$ cat config.mk
export PLATFORM = sky130hd
export DESIGN_NAME = extclk_counter
export DESIGN_NICKNAME = d
export VERILOG_FILES = /design/src/rtl/extclk_counter.sv
export SDC_FILE = /design/constraint.sdc
export NUM_CORES = 1
export LEC_CHECK = 0
export CAP_MARGIN = 20
export CORE_UTILIZATION = 44
export DETAILED_ROUTE_END_ITERATION = 10
export PLACE_DENSITY = 0.77
export SYNTH_ARGS = -nofsm -noshare
export SYNTH_HDL_FRONTEND = slang
export SYNTH_SLANG_ARGS = --single-unit
$ cat constraint.sdc
create_clock -name clk -period 2.01 [get_ports clk]
set_input_delay 0.402 -clock clk [delete_from_list [all_inputs] [get_ports clk]]
set_output_delay 0.402 -clock clk [all_outputs]
set_load 0.01 [all_outputs]
$ cat src/rtl/extclk_counter.sv
// extclk_counter: measures an external reference period in clk cycles, tracks lock,
// and runs a gated, prescaled timestamp counter while locked and not inhibited.
module extclk_counter #(
  parameter int CNT_WIDTH  = 22,
  parameter int PRESCALE   = 2,
  parameter int REF_RATIO  = 8,
  parameter int TOL        = 1,
  parameter int LOCK_COUNT = 4,
  parameter int PW         = 8
) (
  input  logic                 clk,
  input  logic                 reset,
  input  logic                 freqin,
  input  logic                 inhibit,
  input  logic                 lost_clr,
  output logic [CNT_WIDTH-1:0] counter,
  output logic [PW-1:0]        period,
  output logic                 locked,
  output logic                 lost
);
  typedef enum logic [1:0] {UNLOCKED, ACQUIRE, LOCKED} state_t;
  localparam logic [PW-1:0] PMAX = '1;
  localparam logic [PW-1:0] TMO  = PW'(2 * REF_RATIO);
  localparam logic [PW-1:0] LO   = PW'(REF_RATIO - TOL);
  localparam logic [PW-1:0] HI   = PW'(REF_RATIO + TOL);
  localparam logic [3:0]    LC   = 4'(LOCK_COUNT);
  localparam logic [4:0]    PS   = 5'(PRESCALE - 1);
  state_t state;
  logic [2:0] sync;
  logic [PW-1:0] pcnt, meas;
  logic [3:0] gc;
  logic [4:0] presc;
  logic first, inh, fedge, good, bad, tmo;
  assign fedge = sync[1] & ~sync[2];
  assign meas  = (pcnt == PMAX) ? PMAX : pcnt + 1'b1;
  // A saturated measurement can never be a good period, whatever TOL is.
  assign good  = fedge & ~first & (meas != PMAX) & (meas >= LO) & (meas <= HI);
  assign bad   = fedge & ~first & ~good;
  assign tmo   = ~fedge & (pcnt == TMO);
  always_ff @(posedge clk or posedge reset)
    if (reset) begin
      sync   <= '0;
      pcnt   <= '0;
      period <= '0;
      first  <= 1'b1;
      state  <= UNLOCKED;
      gc     <= '0;
      locked <= 1'b0;
      lost   <= 1'b0;
    end else begin
      sync <= {sync[1:0], freqin};
      pcnt <= fedge ? '0 : (pcnt == PMAX) ? pcnt : pcnt + 1'b1;
      if (fedge & ~first) period <= meas;
      if (fedge) first <= 1'b0;
      else if (tmo & (state != UNLOCKED)) first <= 1'b1;
      lost <= ((state == LOCKED) & (bad | tmo)) | (lost & ~lost_clr);
      case (state)
        UNLOCKED:
          if (good) begin
            gc     <= 4'd1;
            state  <= (LC == 4'd1) ? LOCKED : ACQUIRE;
            locked <= (LC == 4'd1);
          end
        ACQUIRE:
          if (good) begin
            gc <= gc + 1'b1;
            if (gc + 1'b1 == LC) begin
              state  <= LOCKED;
              locked <= 1'b1;
            end
          end else if (bad | tmo) begin
            gc    <= '0;
            state <= UNLOCKED;
          end
        LOCKED:
          if (bad | tmo) begin
            gc     <= '0;
            state  <= UNLOCKED;
            locked <= 1'b0;
          end
        default: state <= UNLOCKED;
      endcase
    end
  always_ff @(posedge clk or posedge reset)
    if (reset) begin
      inh     <= 1'b1;
      presc   <= '0;
      counter <= '0;
    end else begin
      inh <= inhibit;
      if (inh | ~locked) begin
        presc   <= '0;
        counter <= '0;
      end else if (presc == PS) begin
        presc   <= '0;
        counter <= counter + 1'b1;
      end else presc <= presc + 1'b1;
    end
endmodule

==> results by group <==
Critical path
  – Worst stage delay on the critical path: 0.47 ns
  – Worst setup EP type: flop
  – Largest fanout on the critical path: 5
  – Worst endpoint required time: 2.22 ns
  – Critical path type: reg2reg
  – Worst Path Arrival: 2.32 ns
  – Crit path cell chain: ha_4, xor2_4, a32o_2, mux2i_4, nor3_4, buf_12, o221ai_4, a31oi_1, o22a_1
  – Setup crit start kind: flop
  – CP max-delay cell: dfrtp_2
  – Reg2Reg Setup Slack: -0.10 ns

Logic synthesis
  – Top cell type's share of synthesized area: 46.9%
  – Simple-gate share of the synthesized area: 22.2%
  – Cell taking the most area after synthesis: dfrtp_1
  – Sequential element share of the synthesized area: 48.7%
  – Post-synth top cells: dfrtp_1 (54), nor2_1 (43), nand2_1 (33)
  – XOR/XNOR share of the synthesized area: 6.38%
  – Top post-synthesis cells by area: dfrtp_1 (47%), nor2_1 (5.6%), ha_1 (4.8%), xor2_1 (4.6%), nand2_1 (4.3%)
  – EDFF count, synth: 0
  – Yosys cell types: 47
  – Largest family of logic cells by synthesized area: simple AND/OR/NAND/NOR gates
  – Ys async rst share: 100%
  – Total nets after synthesis: 316
  – Seq cells post-synth: 56
  – Warnings from Yosys: 0
  – Cells after Synth: 300
  – Mux cell area share after synthesis: 1.74%
  – Syn Area/Cell: 9.61 sq um
  – Synth Area in Adders: 4.77%
  – Synth Flop Type: dfrtp_1
  – Most common cell in the netlist: dfrtp_1
  – Synth Area in Compound Gates: 12.6%
  – Post-Syn Area: 0.00288 sq mm

Timing
  – # setup viols final: 7
  – Min Clock Period, post-route: 2.11 ns
  – Worst Skew: 0.00938 ns
  – Hold slack: 0.364 ns
  – Final WS setup: -0.105 ns
  – Fmax achieved: 473 MHz
  – Max Slew Vio Count: 0
  – Relative slew slack: 66.1%
  – RSZ-0062 raised after global routing: true
  – Worst-margin pin slew: 0.505 ns
  – Hold Violations, Final: 0
  – Fin crit share: 105%

Power and ir drop
  – Combinational Power Share: 33.4%
  – Clock power share: 22.4%
  – Reg power frac: 44.2%
  – Psw: 1.02 mW
  – Power per cell area: 760 mW/mm^2
  – Peak VDD IR: 0.000408 V
  – Leakage power: 1.66 nW
  – Sw frac: 34.1%
  – Int Power: 1.98 mW

Drt
  – Via density: 5.38
  – Per-cell routed wire length: 15.2 um
  – Residual DRC count: 0
  – Routed wire length: 6880 um
  – DRT antenna net count: 0
  – Total number of vias: 2433
  – TritonRoute pass-1 iters: 4
  – Initial DRC count: 197

Floorplan
  – Core ar.: 0.00635 sq mm
  – Boundary pin count: 37
  – Starting Density: 45.4%
  – Rows: 29
  – Die area: 0.00688 sq mm
  – Die height: 82.9 um
  – Die width: 82.9 um

GRT
  – First-pass GRT wire length: 11000 um
  – GRT Total Usage: 19.6%
  – Total gr overflow: 0
  – Vias in the first global route: 2270
  – Initial antenna violation count: 0
  – Largest net degree at the start of global routing: 57

Clocking
  – Clk root buf: clkbuf_8
  – Sink Count: 56
  – Clock buffer count from CTS: 5
  – Hold bufs inserted after CTS: 0
  – Worst-Skew Late Latency: 0.32 ns
  – Clock-pin slew on the worst setup and hold paths: 0.11 ns
  – CTS tree: built
  – CTS Buffer Depth: 2
  – CTS HTree Levels: 2

Finish
  – Layout cells sized above 1: 26.1%
  – Ant. Diodes: 0
  – Finished Core Util: 62.2%
  – Final net count: 390
  – P&R area growth vs syn: 36.9%

Flow run
  – Max-Cap Viols: 0

Placed design
  – Placer Congestion: 0.870
  – PortBufs: 36
  – Post-DP HPWL: 4310 um

Run status
  – Status: finished with violations
  – Failing checks: setup timing

Min path
  – Hold crit path type: reg2reg
## power groups by stage
stage               Sequential [mW]  Clock, mW  Combinational, mW
floorplan                      1.32          0              0.540
global route                   1.34      0.724               1.08
finish                         1.33      0.672               1.00
detailed placement             1.34          0              0.792
CTS                            1.33      0.680              0.903
global placement               1.33          0              0.774
## what timing repair did
action / CTS / global route
setup endpoints to repair: 11 / 21
gates cloned: 1 / 0
gates resized for setup: 14 / 28
setup buffers: 6 / 13
pin swaps: 11 / 19
## cell families (layout without fill, tap and decap cells)
family                     after synthesis  count (layout)
buffers and inverters                   26             101
adders and majority gates               11              11
and+or+nand+nor                        129             129
xor gates and xnor gates                21              21
DFF                                     56              56
muxes                                    5               5
AOI/OAI and AO/OA                       52              52
## metal layers
layer | share of wire [%] | track usage [%]
met1 | 46 | 27.7
met2 | 49 | 30.5
met3 | 4.6 | 4.08
met4 | 0.81 | 5.64
met5 | 0 | 0
## critical path: cells and delay by family (launching register included)
kind / cells / cell delay, ns
flops: 1 / 0.47
compound gates: 4 / 0.74
xor+xnor: 1 / 0.16
mux: 1 / 0.18
simple gates: 1 / 0.08
fa+ha+maj: 1 / 0.22
buf+inv: 1 / 0.14
## sequential cells by signal, indices dropped and copies added (netlist names)
name     count
counter     22
period       8
sync         3
lost         1
presc        5
inh          1
locked       1
gc           4
pcnt         8
first        1
state        2
## placed cells by master (no fill, tap or decap), types with 3 or more instances in the layout
| master | synthesis | final |
|---|---|---|
| dfrtp_2 | 0 | 7 |
| nor2_1 | 43 | 41 |
| nand3_1 | 11 | 10 |
| o21ai_0 | 20 | 20 |
| dfrtp_1 | 54 | 47 |
| ha_4 | 0 | 3 |
| buf_4 | 1 | 35 |
| mux2i_1 | 5 | 4 |
| o21ai_2 | 3 | 3 |
| nand4_1 | 7 | 7 |
| inv_2 | 0 | 3 |
| clkdlybuf4s50_1 | 0 | 36 |
| ha_1 | 11 | 8 |
| xor2_1 | 15 | 14 |
| inv_1 | 18 | 15 |
| a21oi_1 | 8 | 7 |
| and3_1 | 9 | 8 |
| xnor2_1 | 6 | 5 |
| clkbuf_8 | 0 | 5 |
| nor3_1 | 5 | 3 |
| or3_1 | 6 | 5 |
| nand2_1 | 33 | 32 |
## stage by stage
stage	setup WS, ns	setup TNS [ns]	cell area, sq um	std cells	total power [mW]
after global placement	-0.0915	-0.476	3520	426	2.11
final	-0.105	-0.530	3950	452	3.00
after floorplan	0.00669	0	2930	300	1.86
after global routing	-0.186	-1.34	3950	452	3.14
after CTS	-0.127	-0.687	3770	441	2.91
after detailed placement	-0.149	-0.873	3520	426	2.13
## path summary, 6_finish.rpt
check / startpoint / to / depth (start not counted)
worst min-delay path: sync[0] / sync[1] / 0
min in group asynchronous: reset / counter[19] / 3
worst max-delay path: pcnt[0] / gc[0] / 9
worst min register to register: sync[0] / sync[1] / 0
max in group asynchronous: reset / first / 3
worst max register to register: pcnt[0] / gc[0] / 9
## final cells by class
type,count,area (sq um)
Fill cell,489,2400
Multi-Input combinational cell,218,1590
Sequential cell,56,1410
Timing Repair Buffer,75,686
Tap cell,77,96.3
Clock buffer,5,68.8
Inverter,18,67.6
Clock inverter,3,27.5
Note: power is estimated with default switching activity, not from simulation.
